[config.mk]
export PLATFORM = sky130hd
export DESIGN_NAME = hz_meter
export DESIGN_NICKNAME = d
export VERILOG_FILES = /design/src/rtl/hz_meter.sv
export SDC_FILE = /design/constraint.sdc
export NUM_CORES = 1
export LEC_CHECK = 0
export CAP_MARGIN = 20
export CELL_PAD_IN_SITES_DETAIL_PLACEMENT = 0
export CELL_PAD_IN_SITES_GLOBAL_PLACEMENT = 1
export CORE_ASPECT_RATIO = 1.2
export CORE_MARGIN = 4
export CORE_UTILIZATION = 42
export CTS_CLUSTER_SIZE = 10
export DETAILED_ROUTE_END_ITERATION = 6
export PLACE_DENSITY = 0.88
export REMOVE_ABC_BUFFERS = 1
export SLEW_MARGIN = 20
export SYNTH_ARGS = -nofsm -noshare
export SYNTH_HDL_FRONTEND = slang
export SYNTH_SLANG_ARGS = --single-unit
[constraint.sdc]
create_clock -name i_CLK -period 3.4 [get_ports i_CLK]
set_input_delay 1.02 -clock i_CLK [delete_from_list [all_inputs] [get_ports i_CLK]]
set_output_delay 1.02 -clock i_CLK [all_outputs]
set_load 0.1 [all_outputs]
[src/rtl/hz_meter.sv]
// rtl/hz_meter.sv - gated rising-edge frequency meter; optional period measurement under HZ_METER_PERIOD_EN
module hz_meter #(
    parameter logic [31:0] c_GATE = 32'd100000000
) (
    input  logic        i_CLK,
    input  logic        i_RST_N,
    input  logic        i_EN,
    input  logic        i_SIG,
    output logic [31:0] o_Freq,
    output logic        o_Valid,
    output logic        o_NoSig,
    output logic [31:0] o_Period,
    output logic        o_PValid
);

    typedef enum logic [1:0] {
        IDLE  = 2'd0,
        FLUSH = 2'd1,
        GATE  = 2'd2
    } state_t;

    state_t      state_q, state_d;
    logic        sync1_q, sync1_d;
    logic        sync2_q, sync2_d;
    logic        prev_q, prev_d;
    logic        rise;
    logic        flush_q, flush_d;
    logic [31:0] gate_q, gate_d;
    logic [31:0] edge_q, edge_d;
    logic [31:0] freq_q, freq_d;
    logic        valid_q, valid_d;
    logic        nosig_q, nosig_d;
    logic [31:0] edge_sum;

    // Two-stage synchronizer followed by an edge-detect stage
    always_comb begin
        sync1_d = i_SIG;
        sync2_d = sync1_q;
        prev_d  = sync2_q;
        rise    = sync2_q & ~prev_q;
    end

    // Synchronizer and edge-detect registers
    always_ff @(posedge i_CLK) begin
        if (!i_RST_N) begin
            sync1_q <= 1'b0;
            sync2_q <= 1'b0;
            prev_q  <= 1'b0;
        end else begin
            sync1_q <= sync1_d;
            sync2_q <= sync2_d;
            prev_q  <= prev_d;
        end
    end

    // Measurement FSM: idle, two flush cycles to clear stale sync data, then back-to-back gate windows
    always_comb begin
        state_d  = state_q;
        flush_d  = flush_q;
        gate_d   = gate_q;
        edge_d   = edge_q;
        freq_d   = freq_q;
        nosig_d  = nosig_q;
        valid_d  = 1'b0;
        // A rise on the terminal cycle belongs to the closing window
        edge_sum = edge_q + {31'd0, rise};
        case (state_q)
            IDLE: begin
                flush_d = 1'b0;
                gate_d  = 32'd0;
                edge_d  = 32'd0;
                if (i_EN) begin
                    state_d = FLUSH;
                end
            end
            FLUSH: begin
                gate_d = 32'd0;
                edge_d = 32'd0;
                if (!i_EN) begin
                    state_d = IDLE;
                    flush_d = 1'b0;
                end else if (flush_q) begin
                    state_d = GATE;
                    flush_d = 1'b0;
                end else begin
                    flush_d = 1'b1;
                end
            end
            GATE: begin
                if (!i_EN) begin
                    state_d = IDLE;
                    gate_d  = 32'd0;
                    edge_d  = 32'd0;
                end else if (gate_q == c_GATE - 32'd1) begin
                    freq_d  = edge_sum;
                    nosig_d = (edge_sum == 32'd0);
                    valid_d = 1'b1;
                    gate_d  = 32'd0;
                    edge_d  = 32'd0;
                end else begin
                    gate_d = gate_q + 32'd1;
                    edge_d = edge_sum;
                end
            end
            default: begin
                state_d = IDLE;
            end
        endcase
    end

    // FSM, counter and result registers
    always_ff @(posedge i_CLK) begin
        if (!i_RST_N) begin
            state_q <= IDLE;
            flush_q <= 1'b0;
            gate_q  <= 32'd0;
            edge_q  <= 32'd0;
            freq_q  <= 32'd0;
            valid_q <= 1'b0;
            nosig_q <= 1'b0;
        end else begin
            state_q <= state_d;
            flush_q <= flush_d;
            gate_q  <= gate_d;
            edge_q  <= edge_d;
            freq_q  <= freq_d;
            valid_q <= valid_d;
            nosig_q <= nosig_d;
        end
    end

    assign o_Freq  = freq_q;
    assign o_Valid = valid_q;
    assign o_NoSig = nosig_q;

`ifdef HZ_METER_PERIOD_EN
    logic [31:0] pcnt_q, pcnt_d;
    logic [31:0] period_q, period_d;
    logic        armed_q, armed_d;
    logic        pvalid_q, pvalid_d;
    logic [31:0] pcnt_inc;

    // Period counter: cycles since last rise, first rise in GATE only arms, disarmed while idle
    always_comb begin
        pcnt_inc = (pcnt_q == 32'hFFFF_FFFF) ? pcnt_q : pcnt_q + 32'd1;
        pcnt_d   = pcnt_q;
        period_d = period_q;
        armed_d  = armed_q;
        pvalid_d = 1'b0;
        if (state_q == IDLE) begin
            pcnt_d  = 32'd0;
            armed_d = 1'b0;
        end else if ((state_q == GATE) && i_EN && rise) begin
            if (armed_q) begin
                period_d = pcnt_inc;
                pvalid_d = 1'b1;
            end
            armed_d = 1'b1;
            pcnt_d  = 32'd0;
        end else begin
            pcnt_d = pcnt_inc;
        end
    end

    // Period registers
    always_ff @(posedge i_CLK) begin
        if (!i_RST_N) begin
            pcnt_q   <= 32'd0;
            period_q <= 32'd0;
            armed_q  <= 1'b0;
            pvalid_q <= 1'b0;
        end else begin
            pcnt_q   <= pcnt_d;
            period_q <= period_d;
            armed_q  <= armed_d;
            pvalid_q <= pvalid_d;
        end
    end

    assign o_Period = period_q;
    assign o_PValid = pvalid_q;
`else
    assign o_Period = 32'd0;
    assign o_PValid = 1'b0;
`endif

endmodule

==> qor.csv <==
metric;value;unit
ant_nets;0;
ctsHoldBuffers;0;
combinationalPowerShare;7.6;%
holdCritPathClass;register to register;
synth_area_leaders;dfxtp_1 39%, xor2_1 5.9%, nand2_1 5.9%;
syn_to_final_growth;10.6;%
post_drt_wl_per_cell;14.3;microns
antenna_found_initial;0;
die_area;14500;sq um
place_hpwl;8420;microns
synth_top_family_by_area;simple AND/OR/NAND/NOR gates;
viasPerCell;5.24;
synth_compound_area_share;11.6;%
place.gp.congestion;0.903;
synthTopCellsByCount;104 x dfxtp_1, 83 x nand2_1, 56 x nor2_1;
syn-instance-count;628;
critPathKind;register to register;
utilization;48.1;%
yosys.area_share.simple;27.9;%
endpoint_kind;register;
clock.fmax;324;MHz
detail_route.first_pass.iterations;4;
fin_area;5880;sq um
grt_pass1_vias;4139;
clkPwrFrac;41.5;%
dr_total_vias;4250;
cp_max_fo;7;
synth_seq_cells;104;
die_w;111;microns
power;2.40;mW
leakage;2.37;nW
route.detailed.drc;0;
maxCapViolations;0;
rows;44;
finalHoldViolCount;0;
io_pins;71;
drive_above_1_share;10.5;%
die_y;131;microns
cts.sinks;104;
core_area;12200;sq um
p_per_area;409;nW/um^2
period_share;90.9;%
place_area;5590;sq um
cts_max_level;3;
power.switching;646;uW
tns;0;ps
fin_skew;8.20;ps
critPathLaunchType;register;
cts_buffer_depth;2;
synth_warnings;0;
async_reset_ff_share;0;%
grt_usage;16.3;%
maxSlewViolCount;0;
cts_tree;done;
synth_ff_type;dfxtp_1;
grt_remaining_overflow;0;
post_cts_resized;0;
ys_types;51;
slew_headroom;54.7;%
wirelength;11600;microns
drtIter0Drc;235;
dp_cells;795;
worst-slew-pin-transition;674;ps
cp.arrival;3370;ps
synth_enable_flop_cells;0;
synth_fa_ha_area_share;0.942;%
cts-buffers-inserted;9;
synthXorXnorAreaFrac;11.2;%
status;completed;
yosysTopAreaCell;dfxtp_1;
stdcell_count;811;
initial_core_util;43.5;%
netlist_area;5310;sq um
seqPwrFrac;50.8;%
internal_power;1.76;mW
synth_seq_area_share;39.2;%
clockRootBuffer;clkbuf_16;
portBuffers;37;
grt_max_degree;62;
diodes;0;
sw_frac_of_total;26.9;%
min_period;3090;ps
synthMuxAreaShare;0.965;%
clk_pin_slew;70;ps
finalSetupViolCount;0;
nets;653;
multi_input_area;2930;sq um
grt_pass1_wl;20100;microns
worstSkewPairLatency;350;ps
seq_area;2080;sq um
peakVddDrop;0.000297;V
cp.required;3680;ps
cts_setup_buffers;0;
synth_most_common_cell;dfxtp_1;
synth.avg_cell_area;8.46;sq um
fillers;1167;
rsz0062_at_grt;no;
yosysTopAreaCellShare;39.2;%
-- power by group through the flow --
stage	Combinational [mW]	Sequential (mW)	Clock, mW
final	0.183	1.22	0.998
after global routing	0.187	1.22	1.08
after CTS	0.182	1.22	1.03
after detailed placement	0.182	1.25	0
after global placement	0.181	1.25	0
after floorplan	0.165	1.25	0
-- layout by cell type, fill, tap and decap left out, drive strengths merged, types with 4 or more instances in the layout --
master	count
and2	20
nor4	14
mux2i	4
o211a	28
or3	4
xnor2	32
and4	9
and3	12
inv	6
xor2	36
buf	44
a21boi	5
conb	33
nor2b	14
o21ai	22
nor3	12
nand2	83
ha	4
dfxtp	104
nand4	22
nand3	26
clkbuf	10
a21oi	12
nor2	56
-- cells by family after synthesis --
logic type | Yosys count
mux | 5
fa+ha+maj | 4
simple gates | 287
buf+inv | 76
compound gates | 83
other cells | 1
xor+xnor | 68
flops | 104
-- critical path: stages, from the launching register on --
cell     delay (ps)
dfxtp_1         320
nor2b_1         170
ha_1            240
ha_1            340
nand4_2         250
or4_1           510
xor2_1          220
and4_1          220
nand4_1         100
or4_1           540
o22ai_2         100
-- metal layers --
layer	vias up	global-route usage [%]	part of all wire (%)
met5	-	0	0
met4	0	5.61	2.1
met3	19	3.82	4.7
met2	96	28.1	49
met1	2008	19.9	44
li1	2127	-	-
-- area by class of cell --
cell class                 count  share of cell area (%)
sequential                   104                    35.4
clock inverter                 6                   0.894
clock buffer                  10                    4.07
inverter                       4                   0.255
tap                          161                    3.43
timing repair buffer          46                    6.13
multi-input combinational    480                    49.8
-- worst paths after layout --
path,cells past startpoint,end,slack [ps],start
setup / recovery,10,o_NoSig$_SDFFE_PN0P_,310,prev_d$_SDFF_PN0_
hold / removal,1,prev_d$_SDFF_PN0_,440,sync1_q$_SDFF_PN0_
setup reg to reg,10,o_NoSig$_SDFFE_PN0P_,310,prev_d$_SDFF_PN0_
hold reg to reg,1,prev_d$_SDFF_PN0_,440,sync1_q$_SDFF_PN0_
-- sequential cells by signal (all words and copies together) (netlist names), 2 cells and up --
register,flops
gate_q,32
state_q,2
o_Freq,32
edge_q,32
-- per-stage QoR --
stage / worst slack [ps] / hold WS, ps
6_report: 311 / 439
5_1_grt: 64.8 / 478
4_1_cts: 285 / 442
3_5_place_dp: 330 / 424
3_3_place_gp: 452 / 424
2_1_floorplan: -376 / 412
No activity file was read; power rests on OpenSTA's default activity.
